### config.mk
export PLATFORM = sky130hd
export DESIGN_NAME = game_tick_scheduler
export DESIGN_NICKNAME = d
export VERILOG_FILES = /design/src/rtl/game_tick_scheduler_pkg.sv /design/src/rtl/game_tick_scheduler_phase_handshake.sv /design/src/rtl/game_tick_scheduler.sv
export SDC_FILE = /design/constraint.sdc
export NUM_CORES = 1
export LEC_CHECK = 0
export ABC_AREA = 1
export CAP_MARGIN = 25
export CORE_MARGIN = 3
export CORE_UTILIZATION = 50
export CTS_CLUSTER_DIAMETER = 150
export DETAILED_ROUTE_END_ITERATION = 7
export PLACE_DENSITY = 0.77
export SLEW_MARGIN = 25
export SYNTH_ARGS = -nofsm -noshare
export SYNTH_HDL_FRONTEND = slang
export SYNTH_HIERARCHICAL = 1
export SYNTH_SLANG_ARGS = --single-unit
### constraint.sdc
create_clock -name clock -period 2.69 [get_ports clock]
set_clock_uncertainty 0.05 [all_clocks]
set_input_delay 0.538 -clock clock [delete_from_list [all_inputs] [get_ports clock]]
set_output_delay 0.538 -clock clock [all_outputs]
set_load 0.005 [all_outputs]
### src/rtl/game_tick_scheduler_pkg.sv
// Shared definitions for the game frame sequencer: state encoding, default
// speed-scaling constants and the ball divisor rule.
package game_tick_scheduler_pkg;

  typedef enum logic [2:0] {
    ST_IDLE,
    ST_WAIT_TICK,
    ST_PADDLE,
    ST_BALL,
    ST_COLLIDE,
    ST_FRAME_END
  } sched_state_e;

  localparam int unsigned DEF_LVL_W     = 3;
  localparam int unsigned DEF_MAX_LEVEL = 7;
  localparam int unsigned DEF_BALL_DIV0 = 8;
  localparam int unsigned DEF_TIMEOUT   = 1023;

  // Ticks per ball step at a given level, never below one.
  function automatic int unsigned ball_div(input int unsigned div0, input int unsigned lvl);
    return (div0 > lvl + 1) ? (div0 - lvl) : 1;
  endfunction

  function automatic logic is_step(input sched_state_e s);
    return (s == ST_PADDLE) || (s == ST_BALL) || (s == ST_COLLIDE);
  endfunction

endpackage

### src/rtl/game_tick_scheduler_phase_handshake.sv
// Shared strobe/done handshake for one engine phase: strobe on the first
// cycle of the phase, then wait for done or force completion on timeout.
module phase_handshake
  import game_tick_scheduler_pkg::*;
#(
  parameter int unsigned TIMEOUT = DEF_TIMEOUT
) (
  input  logic clock,
  input  logic reset,
  input  logic enter_i,
  input  logic active_i,
  input  logic done_i,
  output logic step_o,
  output logic complete_o,
  output logic timeout_o
);

  localparam int unsigned CW = (TIMEOUT < 1) ? 1 : $clog2(TIMEOUT + 1);

  logic          first_q, first_d;
  logic [CW-1:0] cnt_q, cnt_d;
  logic          hit;

  always_comb begin
    hit        = (cnt_q == CW'(TIMEOUT));
    step_o     = active_i & first_q;
    complete_o = active_i & (done_i | hit);
    timeout_o  = active_i & hit & ~done_i;
    first_d    = enter_i;
    cnt_d      = cnt_q;
    if (enter_i) begin
      cnt_d = '0;
    end else if (active_i && !complete_o) begin
      cnt_d = cnt_q + 1'b1;
    end
  end

  always_ff @(posedge clock) begin
    if (reset) begin
      first_q <= 1'b0;
      cnt_q   <= '0;
    end else begin
      first_q <= first_d;
      cnt_q   <= cnt_d;
    end
  end

endmodule

### src/rtl/game_tick_scheduler.sv
// Frame sequencer: one paddle/ball/collision update frame per accepted game
// tick, with level-scaled ball stepping, one-deep tick queue and sticky flags.
module game_tick_scheduler
  import game_tick_scheduler_pkg::*;
#(
  parameter int unsigned BALL_DIV0 = DEF_BALL_DIV0,
  parameter int unsigned MAX_LEVEL = DEF_MAX_LEVEL,
  parameter int unsigned TIMEOUT   = DEF_TIMEOUT,
  parameter int unsigned LVL_W     = DEF_LVL_W
) (
  input  logic             clock,
  input  logic             reset,
  input  logic             tick,
  input  logic             run,
  input  logic             pause,
  input  logic             speed_up,
  input  logic             speed_reset,
  output logic             paddle_step,
  input  logic             paddle_done,
  output logic             ball_step,
  input  logic             ball_done,
  output logic             collide_step,
  input  logic             collide_done,
  output logic             frame_done,
  output logic [LVL_W-1:0] level,
  output logic             overrun,
  output logic             fault
);

  localparam int unsigned CNT_W = (BALL_DIV0 < 2) ? 1 : $clog2(BALL_DIV0);

  sched_state_e     state_q, state_d;
  logic             pending_q, pending_d;
  logic             overrun_q, overrun_d;
  logic             fault_q, fault_d;
  logic [LVL_W-1:0] level_q, level_d;
  logic [CNT_W-1:0] ball_cnt_q, ball_cnt_d;

  logic hs_enter, hs_active, hs_done, hs_step, hs_complete, hs_timeout;
  logic ball_fire;

  phase_handshake #(
    .TIMEOUT(TIMEOUT)
  ) u_handshake (
    .clock     (clock),
    .reset     (reset),
    .enter_i   (hs_enter),
    .active_i  (hs_active),
    .done_i    (hs_done),
    .step_o    (hs_step),
    .complete_o(hs_complete),
    .timeout_o (hs_timeout)
  );

  always_comb begin
    hs_active = is_step(state_q);
    unique case (state_q)
      ST_PADDLE:  hs_done = paddle_done;
      ST_BALL:    hs_done = ball_done;
      ST_COLLIDE: hs_done = collide_done;
      default:    hs_done = 1'b0;
    endcase
    // Uses the level in the cycle the paddle phase ends; >= keeps the
    // counter from running past a divisor that just shrank.
    ball_fire = (32'(ball_cnt_q) + 32'd1) >= ball_div(BALL_DIV0, 32'(level_q));
  end

  always_comb begin
    state_d    = state_q;
    pending_d  = pending_q;
    overrun_d  = overrun_q;
    fault_d    = fault_q | hs_timeout;
    level_d    = level_q;
    ball_cnt_d = ball_cnt_q;

    if (speed_reset) begin
      level_d = '0;
    end else if (speed_up && (level_q < LVL_W'(MAX_LEVEL))) begin
      level_d = level_q + 1'b1;
    end

    if (tick && !pause && (state_q != ST_WAIT_TICK)) begin
      if (pending_q) overrun_d = 1'b1;
      pending_d = 1'b1;
    end

    unique case (state_q)
      ST_IDLE: begin
        if (run) state_d = ST_WAIT_TICK;
      end
      ST_WAIT_TICK: begin
        if (!run) begin
          state_d = ST_IDLE;
        end else if (!pause && (tick || pending_q)) begin
          pending_d = 1'b0;
          state_d   = ST_PADDLE;
        end
      end
      ST_PADDLE: begin
        if (hs_complete) begin
          if (ball_fire) begin
            ball_cnt_d = '0;
            state_d    = ST_BALL;
          end else begin
            ball_cnt_d = ball_cnt_q + 1'b1;
            state_d    = ST_FRAME_END;
          end
        end
      end
      ST_BALL: begin
        if (hs_complete) state_d = ST_COLLIDE;
      end
      ST_COLLIDE: begin
        if (hs_complete) state_d = ST_FRAME_END;
      end
      ST_FRAME_END: begin
        state_d = run ? ST_WAIT_TICK : ST_IDLE;
      end
      default: state_d = ST_IDLE;
    endcase

    hs_enter = is_step(state_d) && (state_d != state_q);
  end

  always_ff @(posedge clock) begin
    if (reset) begin
      state_q    <= ST_IDLE;
      pending_q  <= 1'b0;
      overrun_q  <= 1'b0;
      fault_q    <= 1'b0;
      level_q    <= '0;
      ball_cnt_q <= '0;
    end else begin
      state_q    <= state_d;
      pending_q  <= pending_d;
      overrun_q  <= overrun_d;
      fault_q    <= fault_d;
      level_q    <= level_d;
      ball_cnt_q <= ball_cnt_d;
    end
  end

  always_comb begin
    paddle_step  = hs_step && (state_q == ST_PADDLE);
    ball_step    = hs_step && (state_q == ST_BALL);
    collide_step = hs_step && (state_q == ST_COLLIDE);
    frame_done   = (state_q == ST_FRAME_END);
    level        = level_q;
    overrun      = overrun_q;
    fault        = fault_q;
  end

endmodule

# == Word-level counts from Yosys, hierarchy flattened ==
# Cells that the tools add are included.
# word_totals
ff_bits,23
ramBits,0
latchBits,0
memories,0
romBits,0
output_inout_bits,9
# classes
bitwise,7
multipliers,0
eq_ne,11
muxes,16
shifts,0
reduce_logical,21
div_mod_pow,0
n_addsub,6
n_lt_le_gt_ge,3
# ops
cell,count
>= comparator 4 x 32 -> 1 bit,1
2-to-1 mux 32 bit,1
2-to-1 mux 3 bit,8
one-hot mux 3 bit (6 select lines),1
== test 3 x 2 -> 1 bit (second input constant),4
adder 10 x 1 -> 10 bit (second input constant),1
== test 10 bit (second input constant),1
== test 3 bit (second input constant),3
logical AND 1 bit,9
adder 3 x 1 -> 4 bit (second input constant),2
adder 3 x 1 -> 3 bit (second input constant),2
logical OR 1 bit,5
2-to-1 mux 1 bit,5
subtractor 4 x 3 -> 5 bit (first input constant),1
bitwise AND 1 bit,4
> comparator 4 bit (first input constant),1
AND reduction 2 bit,2
OR reduction 2 bit,2
== test 3 x 1 -> 1 bit (second input constant),1
zero test 3 bit,1
less-than comparator 3 bit (second input constant),1
inequality test 3 x 1 -> 1 bit (second input constant),1
inequality test 3 bit,1
one-hot mux 1 bit (3 select lines),1
3 further kinds,5

# == Longest topological paths before layout ==
# Gate-level depths: netlist of the first run.
# depth
ltp_word,12
depth_mapped,17

# == By module ==
# Netlist of the first run, hierarchy kept.
# by_module_without_submodules
mod,area_each_um2,cells_per_inst,n_inst
game_tick_scheduler,827.0,129,1
phase_handshake,658.1,97,1

# == Worst setup path before layout of the first run ==
# Ideal clock, no wire load.
# synth_path
path_type,flip-flop to flip-flop
startpoint,register state_q[2]
endpoint,register u_handshake.cnt_q[3]
synth_period_minus_slack_ns,2.433
n_path_buf,0
path_stages_with_launch,18
setup_ns,0.070
path_slack_ns,0.257
arrival_time_ns,2.313
path_cell_list,dfxtp_1 > inv_2 > nand3_2 > inv_1 > nand2_1 > nand3_1 > inv_1 > a21oi_1 > inv_1 > nor3b_2 > nand2_1 > nand2_1 > nand2_1 > a21oi_1 > nor2_1 > nor2_1 > inv_1 > a21oi_1
# synth_via
elab_chain_len,11
elab_cells_between_ends,28
classes_between,9 x eq/ne; 8 x mux; 2 x bitwise; 9 x reduce/logical
# synth_lines
element,line_no,text
start: declaration,game_tick_scheduler.sv:32,"sched_state_e state_q, state_d;"
start signal: assignment,game_tick_scheduler.sv:134,state_q <= state_d;
== test 3 bit / == test 3 x 2 -> 1 bit (equally long branches),game_tick_scheduler.sv:57,unique case (state_q)
one-hot mux 1 bit (3 select lines) (*),game_tick_scheduler.sv:57,
via hs_done,game_tick_scheduler.sv:39,"logic hs_enter, hs_active, hs_done, hs_step, hs_complete, hs_timeout;"
bitwise OR 1 bit (*),game_tick_scheduler_phase_handshake.sv:27,complete_o = active_i & (done_i | hit);
bitwise AND 1 bit (*),game_tick_scheduler_phase_handshake.sv:27,
via hs_complete,game_tick_scheduler.sv:39,
2-to-1 mux 3 bit (on tied branches),"game_tick_scheduler.sv:114, game_tick_scheduler.sv:100, game_tick_scheduler.sv:111",
one-hot mux 3 bit (6 select lines) (*),game_tick_scheduler.sv:87,unique case (state_q)
== test 3 x 2 -> 1 bit,game_tick_scheduler_pkg.sv:25,return (s == ST_PADDLE) || (s == ST_BALL) || (s == ST_COLLIDE);
logical OR 1 bit (2 in a row),game_tick_scheduler_pkg.sv:25,
logical AND 1 bit (*),game_tick_scheduler.sv:122,hs_enter = is_step(state_d) && (state_d != state_q);
via hs_enter,game_tick_scheduler.sv:39,
OR reduction 2 bit (no line) (*),n/a,
end signal: assignment,game_tick_scheduler_phase_handshake.sv:44,cnt_q <= cnt_d;
end: declaration,game_tick_scheduler_phase_handshake.sv:21,"logic [CW-1:0] cnt_q, cnt_d;"
# The timed path passes the listed nets; every way through them passes the cells marked *.
# A chain may end at the register's enable or synchronous reset.

# == Worst setup path after layout of the first run ==
# layout_path
startpoint,register state_q[1]
endpoint,output collide_step
# layout_via
elab_chain_len,5
elab_cells_between_ends,7
classes_between,3 x eq/ne; 1 x bitwise; 3 x reduce/logical
# layout_lines
element,line_no,text
== test 3 x 2 -> 1 bit,game_tick_scheduler_pkg.sv:25,
logical OR 1 bit,game_tick_scheduler_pkg.sv:25,
logical OR 1 bit (*),game_tick_scheduler_pkg.sv:25,
via hs_active,game_tick_scheduler.sv:39,
bitwise AND 1 bit (*),game_tick_scheduler_phase_handshake.sv:26,step_o = active_i & first_q;
via hs_step,game_tick_scheduler.sv:39,
logical AND 1 bit (*),game_tick_scheduler.sv:146,collide_step = hs_step && (state_q == ST_COLLIDE);
end: declaration,game_tick_scheduler.sv:22,"output logic collide_step,"
# Marked as above.

==> results of run 1 <==
-- final timing paths --
kind                                           start              endpoint  cells after the start
worst max-delay path                      state_q[1]          collide_step                      8
worst min-delay path                         overrun               overrun                      2
worst max register to register  u_handshake/cnt_q[0]  u_handshake/cnt_q[3]                     16
worst min register to register               overrun               overrun                      2
-- power by group through the flow --
stage | combinational [W] | clock [W] | sequential [W]
final | 0.0000727 | 0.000163 | 0.000354
after global routing | 0.0000827 | 0.000178 | 0.000356
after CTS | 0.0000726 | 0.000172 | 0.000354
after detailed placement | 0.0000721 | 0 | 0.000362
after global placement | 0.0000713 | 0 | 0.000362
after floorplan | 0.0000432 | 0 | 0.000361
-- final cells by class --
type | count | area (µm²) | share of cell area [%]
clock buffers | 4 | 26.3 | 1.47
well taps | 31 | 38.8 | 2.17
repair buffers | 23 | 218 | 12.2
inverters | 39 | 149 | 8.34
flip-flops and latches | 23 | 464 | 26.0
multi-input cells | 163 | 890 | 49.8
-- worst reg2reg max path, cell delays in order, from the launching register on --
cell and delay [ps]:
dfxtp_1 390, ha_1 210, nand2_2 90, nor2_4 130
nand3_4 150, a21oi_4 160, inv_1 80, nor3b_2 220
nand2_1 90, nand2_1 80, nand2_1 50, a21oi_1 140
nor2_1 70, nor2_1 100, buf_4 170, inv_1 90
a21oi_1 110
-- layer usage --
metal  routed length, µm  part of all wire [%]  track usage (%)  up-vias
li1                    -                     -                -      775
met1                1440                    49             24.6      627
met2                1390                    47             28.1       20
met3                 109                   3.7             4.04        2
met4                  12                  0.41             3.72        0
met5                   0                     0                0        -
-- placed cells by master, fill, tap and decap left out, drive strengths merged --
cell and n:
a211oi 1, a21oi 15, a31oi 1, buf 5
clkbuf 4, clkdlybuf4s50 18, dfxtp 23, ha 8
inv 39, nand2 56, nand3 16, nand3b 2
nand4 4, nor2 36, nor3 4, nor3b 2
o21ai 11, or2 3, xnor2 2, xor2 2
-- cells by family (layout without fill, tap and decap cells) --
group                    Yosys count  in the layout  synth area share [%]
AND/OR/NAND/NOR                  123            123                  39.2
buffers and inverters             40             66                  10.3
AO/OA/AOI/OAI                     28             28                  10.4
flip-flops                        23             23                  31.0
adder cells (fa/ha/maj)            8              8                  6.74
XOR/XNOR                           4              4                  2.36
-- through the flow --
stage	utilization, %	area [µm²]	TNS (ps)	setup WS, ps	hold WS, ps
final	63.6	1790	0	199	411
after global routing	63.6	1790	0	1.47	450
after CTS	62.9	1760	0	16.2	415
after detailed placement	62.0	1740	-514	-86.3	394
after global placement	62.0	1740	0	15.1	390
after floorplan	-	1490	0	257	397
-- registers in the layout, indices dropped and copies added (netlist names) --
signal               count
pending_q                1
u_handshake/cnt_q       10
overrun                  1
ball_cnt_q               3
u_handshake/first_q      1
state_q                  3
fault                    1
level                    3
==> flow_summary.yaml, run 1 <==
run_status:
  status: "finished clean"
power:
  combPwrFrac_pct: 12.3
  intPower_w: 0.000440
  peakVddDrop_uv: 238
  fin_total_pwr_w: 0.000590
  switchingPower_w: 0.000150
  p_seq_share_pct: 60.1
  p_leak_nw: 0.781
  pwr-share-clk_pct: 27.6
  p_sw_share_pct: 25.4
  p_per_area_nw_per_um2: 330
synthesis:
  async_flop_share_pct: 0
  synth_edf_count: 0
  avgSynthCellArea_um2: 6.57
  yosys-top-cells-area: "dfxtp_1 31%, nand2_1 14%, inv_1 9.4%"
  syn_nets: 244
  yosys.area.top_type: "dfxtp_1"
  synth_seq_cells: 23
  synth_ff_type: "dfxtp_1"
  synthCells: 226
  synth_common_cells: "54 x nand2_1, 37 x inv_1, 32 x nor2_1"
  syn_area_um2: 1490
  yosysMostFrequentCell: "nand2_1"
  seq_area_frac_synth_pct: 31.0
  yosysTopAreaCellShare_pct: 31.0
  yosysWarningCount: 6
  synth_cell_types: 30
die:
  io_pins: 19
  design.core.area_um2: 2810
  die_w_um: 60.5
  rows: 19
  start_util_pct: 52.9
  die_area_um2: 3660
  die_y_um: 60.5
cts:
  clkTransAtPathRegs_ps: 130
  cts_sinks: 23
  clockBufferDepth: 2
  holdBufCountCts: 0
  numCtsBuffers: 3
  cts_max_level: 1
  clk_latency_ps: 320
  postCtsSetupBuffers: 0
  cts_tree: "yes"
  cts_root_buf: "clkbuf_4"
  cts_resized: 1
job:
  maxCapViolCount: 0
sta:
  drv_slew: 0
  slew-limit-headroom_pct: 70.3
  max_freq_ghz: 0.402
  rsz0062_at_grt: "no"
  setup_violations: 0
  tightest_slew_ps: 445
  period_share_pct: 92.6
  post-route-min-period_ps: 2490
  finalHoldViolations: 0
critical_path:
  critPathSlowestCell: "clkdlybuf4s50_1"
  cp_top_family: "buffers and inverters"
  crit_chain: "nor2_2 > nand2_2 > o21ai_2 > nand2_1 > inv_1 > inv_1 > nor2_1 > clkdlybuf4s50_1"
  critPathBufInv: 3
  slowest_delay_ps: 510
  start_kind: "flop"
  cp_common_cell: "inv_1"
  required_ps: 2100
  r2r_setup_slack_ps: 260
  cp.arrival_ps: 1900
  cp-end-kind: "output port"
  worstSetupPathType: "flop to output port"
  cp_max_fo: 5
routing:
  drc: 0
  vias: 1424
  detail-route-antenna-nets: 0
  routed_wl_um: 2950
  vias_per_cell: 5.03
  dr.pass1.iters: 5
  wl_per_cell_um: 10.4
  drt_iter0_drc: 81
placed_design:
  gp_congestion: 0.849
  portBuffers: 18
  hpwl_um: 2310
  dp_cells: 279
grt:
  grt_max_degree: 13
  grt.overflow.total: 0
  globalRouteTotalUtil_pct: 17.7
  grt_pass1_vias: 1221
  antenna_found_initial: 0
  grt_pass1_wl_um: 5060
worst_hold_path:
  hp-class: "flop to flop"
finish:
  insertedDiodeCount: 0
  layout.nets: 271
  area_delta_synth_final_pct: 20.2
  fillers: 261
  final_cells: 283
  layout-drive-gt1-share_pct: 13.5
(Power assumes the default switching activity.)
==> inputs of run 2 (changes only) <==
CORE_ASPECT_RATIO = 0.8   (was default)
==> run 2 against run 1 <==
  * Via count increased by 1.3%
  * First-iteration DRC count increased by 27%
  * Non-clock buffer count increased by 1
  * Maximum frequency increased by 0.58%
  * Die area increased by 0.11%
  * Largest power group unchanged
==> flow_summary.yaml, run 2 (synthesized netlist as in run 1, its figures left out) <==
run_status:
  status: "finished clean"
critical_path:
  critPathSlowestCell: "clkdlybuf4s50_1"
  worstSetupPathType: "primary input to flop"
  r2r_start: "level[0]"
  cp_top_family: "buffers and inverters"
  rr_endpoint: "u_handshake/cnt_q[3]"
  slowest_delay_ps: 460
  cp_max_fo: 7
  r2r_setup_slack_ps: 260
  crit_chain: "clkdlybuf4s50_1 > nand4_1 > nand3_1 > inv_1 > a21oi_2 > inv_2 > nor3b_4 > nand2_1 > nand2_1 > nand2_1 > a21oi_2 > nor2_1 > nor2_1 > buf_4 > inv_1 > a21oi_1"
  cp-end-kind: "flop"
  reg2reg_depth: 17
  start_kind: "primary input"
  cp_common_cell: "nand2_1"
  critPathCapture: "u_handshake/cnt_q[3]"
  crit_path_start: "ball_done"
  required_ps: 2840
  path_depth: 16
  critPathBufInv: 5
  cp.arrival_ps: 2620
grt:
  antenna_found_initial: 0
  grt_max_degree: 14
  grt.overflow.total: 0
  grt_pass1_wl_um: 5170
  grt_pass1_vias: 1174
  globalRouteTotalUtil_pct: 18.5
die:
  die_area_um2: 3660
  die_y_um: 54.7
  start_util_pct: 53.3
  rows: 17
  design.core.area_um2: 2790
  die_w_um: 66.9
  io_pins: 19
worst_hold_path:
  hp-class: "flop to flop"
  hold_start: "overrun"
placed_design:
  hpwl_um: 2460
  portBuffers: 18
  gp_congestion: 0.893
sta:
  drv_slew: 0
  period_share_pct: 92.1
  fin_setup_tns_ps: 0
  tightest_slew_ps: 460
  finalHoldViolations: 0
  setup_violations: 0
  slew-limit-headroom_pct: 69.2
  post-route-min-period_ps: 2480
  max_freq_ghz: 0.404
finish:
  layout.nets: 272
  final_common_cell: "nand2_1"
  largest_reg_flops: 10
  fillers: 255
  top_register: "u_handshake/cnt_q"
  final_cell_mix: "54 x nand2_1, 35 x inv_1, 32 x nor2_1"
  layout-drive-gt1-share_pct: 14.2
  insertedDiodeCount: 0
  area_delta_synth_final_pct: 22.7
routing:
  detail-route-antenna-nets: 0
  routed_wl_um: 3170
  vias: 1443
  wl_per_cell_um: 10.9
  vias_per_cell: 4.96
  dr.pass1.iters: 5
  drt_iter0_drc: 103
  drc: 0
cts:
  holdBufCountCts: 0
  cts_max_level: 1
  clkTransAtPathRegs_ps: 80
  clk_latency_ps: 260
  cts_tree: "yes"
  cts_root_buf: "clkbuf_8"
  cts_sinks: 23
  clockBufferDepth: 2
  numCtsBuffers: 3
power:
  p_leak_nw: 0.797
  p_per_area_nw_per_um2: 354
  peakVddDrop_uv: 245
  fin_total_pwr_w: 0.000646
job:
  maxCapViolCount: 0
run 2: cell types whose count changed in the layout (fill, tap and decap cells not counted), sizes merged:
cell / previous run / this run
buf: 5 / 6
clkbuf: 4 / 3
clkinv: 0 / 1
run 2: power by group:
group	switching, W	total (W)	internal [W]
combinational	0.0000394	0.0000741	0.0000347
clock	0.000115	0.000218	0.000103
sequential	0.00000742	0.000354	0.000347
run 2: worst min-delay path, delay by kind of cell (launching register included):
family | cells | cell delay (ps)
DFF | 1 | 320
AOI/OAI and AO/OA | 1 | 50
buffers and inverters | 1 | 50
run 2: worst min-delay path by stage:
stage | endpoint | cells past startpoint
6_report | overrun | 2
3_5_place_dp | overrun | 2
4_1_cts | overrun | 2
5_1_grt | overrun | 2
3_3_place_gp | overrun | 2
2_1_floorplan | overrun | 2
run 2: cell type report:
| class | instances | area, µm² | share of cell area [%] |
|---|---|---|---|
| clock buffer | 3 | 41.3 | 2.26 |
| clock inverter | 1 | 5.00 | 0.275 |
| inverter | 39 | 149 | 8.17 |
| multi-input combinational | 163 | 890 | 48.8 |
| sequential | 23 | 465 | 25.5 |
| tap | 38 | 47.5 | 2.61 |
| timing repair buffer | 24 | 225 | 12.4 |
run 2: per-stage QoR:
step / std cells / hold WS (ps) / util, % / instance area [µm²] / setup slack [ps]
floorplan: 226 / 397 / - / 1490 / 257
global placement: 287 / 396 / 63.0 / 1750 / 17.0
detailed placement: 287 / 397 / 63.0 / 1750 / -92.1
CTS: 291 / 414 / 64.6 / 1800 / 101
global route: 291 / 437 / 65.4 / 1820 / -41.2
finish: 291 / 411 / 65.4 / 1820 / 214
run 2: routing by layer:
| metal | wire (µm) | global-route usage [%] | vias to the layer above | part of all wire [%] |
|---|---|---|---|---|
| li1 | - | - | 769 | - |
| met1 | 1700 | 26.2 | 643 | 54 |
| met2 | 1330 | 28.9 | 29 | 42 |
| met3 | 123 | 4.31 | 2 | 3.9 |
| met4 | 14 | 3.03 | 0 | 0.44 |
| met5 | 0 | 0 | - | 0 |
run 2: repair_timing:
| item | 4_1_cts | 5_1_grt |
|---|---|---|
| resized for setup | 0 | 10 |
| setup buffers | 0 | 0 |
| endpoints found under the setup margin | 0 | 13 |
==> inputs of run 3 (changes only) <==
TNS_END_PERCENT = 1   (was default)
==> results of run 3 <==
No change in the layout: final DEF, timing and power equal those of run 2.
